<file path="src/rtl/tb_readout_pkg.sv">
// Shared types and helpers for the trace-buffer readout serializer.
// Entries go out as a flag byte followed by the lane bytes.
package tb_readout_pkg;

    typedef enum logic [2:0] {
        S_IDLE,
        S_READ,
        S_LOAD,
        S_SEND,
        S_GAP
    } state_t;

    localparam int        BYTE_W   = 8;
    localparam logic [6:0] FLAG_PAD = 7'b0;

    function automatic int bytes_per_entry(input int n, input int data_width);
        return 1 + (n * data_width) / BYTE_W;
    endfunction

    function automatic logic [7:0] flag_byte(input logic flag);
        return {FLAG_PAD, flag};
    endfunction

endpackage

</file>
<file path="src/rtl/tb_readout_serializer_entry_shifter.sv">
// Holds one serialized trace entry and shifts it out a byte at a time,
// flag byte first, then each lane least-significant byte first.
module entry_shifter
    import tb_readout_pkg::*;
#(
    parameter int N          = 8,
    parameter int DATA_WIDTH = 8
) (
    input  logic                       clk,
    input  logic                       rst_n,
    input  logic                       load_en,
    input  logic                       shift_en,
    input  logic                       flag,
    input  logic [N-1:0][DATA_WIDTH-1:0] vector,
    output logic [7:0]                 byte_out
);

    localparam int SHIFT_W = BYTE_W * bytes_per_entry(N, DATA_WIDTH);

    logic [SHIFT_W-1:0] shift_reg;

    // Lane 0 sits just above the flag byte, so a plain right shift yields the wire order.
    always_ff @(posedge clk or negedge rst_n) begin
        if (!rst_n) begin
            shift_reg <= '0;
        end else if (load_en) begin
            shift_reg <= {vector, flag_byte(flag)};
        end else if (shift_en) begin
            shift_reg <= shift_reg >> BYTE_W;
        end
    end

    assign byte_out = shift_reg[7:0];

endmodule

</file>
<file path="config.mk">
export PLATFORM = sky130hd
export DESIGN_NAME = entry_shifter
export DESIGN_NICKNAME = d
export VERILOG_FILES = /design/src/rtl/tb_readout_pkg.sv /design/src/rtl/tb_readout_serializer_entry_shifter.sv
export SDC_FILE = /design/constraint.sdc
export NUM_CORES = 1
export LEC_CHECK = 0
export ABC_CLOCK_PERIOD_IN_PS = 900
export CAP_MARGIN = 25
export CORE_UTILIZATION = 43
export CTS_BUF_LIST = sky130_fd_sc_hd__clkbuf_8
export CTS_CLUSTER_DIAMETER = 100
export DETAILED_ROUTE_END_ITERATION = 12
export PLACE_DENSITY = 0.7
export SLEW_MARGIN = 25
export SYNTH_ARGS = -nofsm -noshare
export SYNTH_HDL_FRONTEND = slang
export SYNTH_SLANG_ARGS = --single-unit
export TNS_END_PERCENT = 30
</file>
<file path="constraint.sdc">
create_clock -name clk -period 0.9 [get_ports clk]
set_input_delay 0.225 -clock clk [delete_from_list [all_inputs] [get_ports clk]]
set_output_delay 0.225 -clock clk [all_outputs]
set_load 0.01 [all_outputs]
</file>
==> results.toml <==
[global_routing]
grt_overflow = 0
antenna_found_initial = 0
grt_start_max_net_pins = 38
grt_first_pass_wirelength_um = 11740
groute.usage.overall_pct = 18.22
grt_pass1_vias = 2409

[hold_path]
hp-class = "input pin to flip-flop"

[finish]
layout-drive-gt1-share_pct = 13.74
mostFrequentLayoutCells = "72 x dfrtp_1, 65 x nand2_1, 65 x clkdlybuf4s50_1"
final_common_cell = "dfrtp_1"
nets = 458
final-instance-count-excl-fill = 492
syn2layout_area_growth_pct = 30.70
n_antenna_cell = 0
largest_reg_flops = 72

[die]
start_util_pct = 45.60
fp.dieW_um = 90.64
placementRows = 31
design.die.area_mm2 = 0.008215
num_io_pins = 77
die_y_um = 90.64
core_area_mm2 = 0.007408

[route]
routedWlPerCell_um = 13.99
drt_wl_total_um = 6883
post-route-drc-count = 0
drt_iter0_markers = 110
drt_pre_antenna_iters = 4
viasPerCell = 4.882
vias = 2402
ant_nets = 0

[synthesis]
avgSynthCellArea_um2 = 10.83
syn_area_mm2 = 0.003378
syn_inst = 312
synth_nets = 381
seq_area_frac_synth_pct = 53.33
synth_cell_types = 13
synth_seq_cells = 72
yosys_warnings = 0
synth.area.top_cells = "dfrtp_1 53%, mux2i_1 19%, o21ai_1 8.1%"
synth_top_area_cell = "dfrtp_1"
synth_top_area_share_pct = 53.33

[clocking]
cts_sinks = 72
cts_buffers = 9
cts.reportedPaths.clkPinSlew_ns = 0.08
clock_latency_ns = 0.35
cts_tree = "done"
cts_root_buf = "clkbuf_8"
h-tree-depth = 3
clockBufferDepth = 2

[setup_path]
slowest_stage = "dfrtp_1"
worst-path-max-fanout = 2
crit_family = "flip-flops"
cp-start-kind = "flip-flop"
cp-end-kind = "output port"
cp.buffers_inverters = 1
critical_path_class = "flip-flop to output port"
arrival_ns = 0.87
required_ns = 0.67
slowest_delay_ns = 0.38
crit_chain = "buf_2"

[place]
portBuffers = 76
dp.cells = 474
place.gp.congestion = 0.7857
dp.final_hpwl_um = 4853
pre_cts_slack_ns = -0.1997

[timing]
setup_slack_ns = -0.1991
clock_skew_ns = 0.01018
drv_slew = 0
maxSlewHeadroom_pct = 82.31
max_freq_mhz = 909.8
worst_slew_pin_slew_ns = 0.2654
finalSetupViolCount = 8
timing_hold_violations_final = 0
min_period_ns = 1.099
tns_ns = -1.507
rsz0062_at_grt = "yes"
period_share_pct = 122.1

[status]
violations = "negative setup slack"
status = "complete, but fails checks"

[flow_run]
cap_violations = 0

[power_and_ir_drop]
power_density_mw_per_mm2 = 1694
leakage_uw = 0.002074
vdd_drop_max_v = 0.001162
[layout make-up]
cell class	instances	area (um2)
tap	99	123.9
sequential	72	1802
timing repair buffer	97	979.7
clock inverter	5	56.30
fill	640	2993
multi-input combinational	209	1316
clock buffer	10	137.6
[per-layer routing]
layer	vias to the layer above	global-route usage, %	part of all wire, %
met2	51	27.08	46
met5	-	0	0
li1	1206	-	-
met3	9	5.471	4.3
met1	1136	25.78	48
met4	0	5.242	1.1
[stage by stage]
stage / power (uW) / instance area (um2) / util [%] / hold WS [ns]
4_1_cts: 7552 / 4402 / 59.42 / 0.2362
5_1_grt: 7883 / 4415 / 59.60 / 0.2489
2_1_floorplan: 4447 / 3382 / - / -0.07059
3_5_place_dp: 5034 / 4230 / 57.10 / 0.2196
6_report: 7481 / 4415 / 59.60 / 0.2539
3_3_place_gp: 4995 / 4230 / 57.10 / 0.2191
[where the power goes]
group	leakage, uW	switching, uW	internal (uW)
clock network	0.0000985	1200	1340
logic	0.00109	530	687
registers	0.000890	186	3540
[synth_stat cells]
master / n
buf_6: 3
nand2b_1: 8
nor2_1: 7
dfrtp_1: 72
mux2i_1: 64
buf_2: 7
o21ai_0: 2
nand2_1: 65
o21ai_1: 55
o21ai_2: 8
buf_8: 6
buf_4: 12
clkbuf_1: 3
[kinds of logic after synthesis]
group           count (synthesis)  synth area share (%)
buf+inv                        31                 7.704
compound gates                 65                 10.52
simple gates                   80                 9.482
flops                          72                 53.33
mux                            64                 18.96
[timing repair]
action | in CTS | in global routing
setup endpoints to repair | 8 | 8
hold endpoints to repair | 72 | 0
gates cloned | 0 | 0
hold buffers | 1 | 0
resized for setup | 32 | 1
buffers inserted | 1 | 1
[path summary, 6_finish.rpt]
path,to,slack [ns],cells past startpoint,start
setup reg to reg,shift_reg[2],0.10,3,shift_reg[2]
hold / removal,shift_reg[65],0.25,3,load_en
setup / recovery,byte_out[2],-0.20,1,shift_reg[2]
min in group asynchronous,shift_reg[25],0.39,3,rst_n
hold reg to reg,shift_reg[5],0.52,2,shift_reg[5]
max in group asynchronous,shift_reg[32],0.32,3,rst_n
No activity file was read; power rests on OpenSTA's default activity.
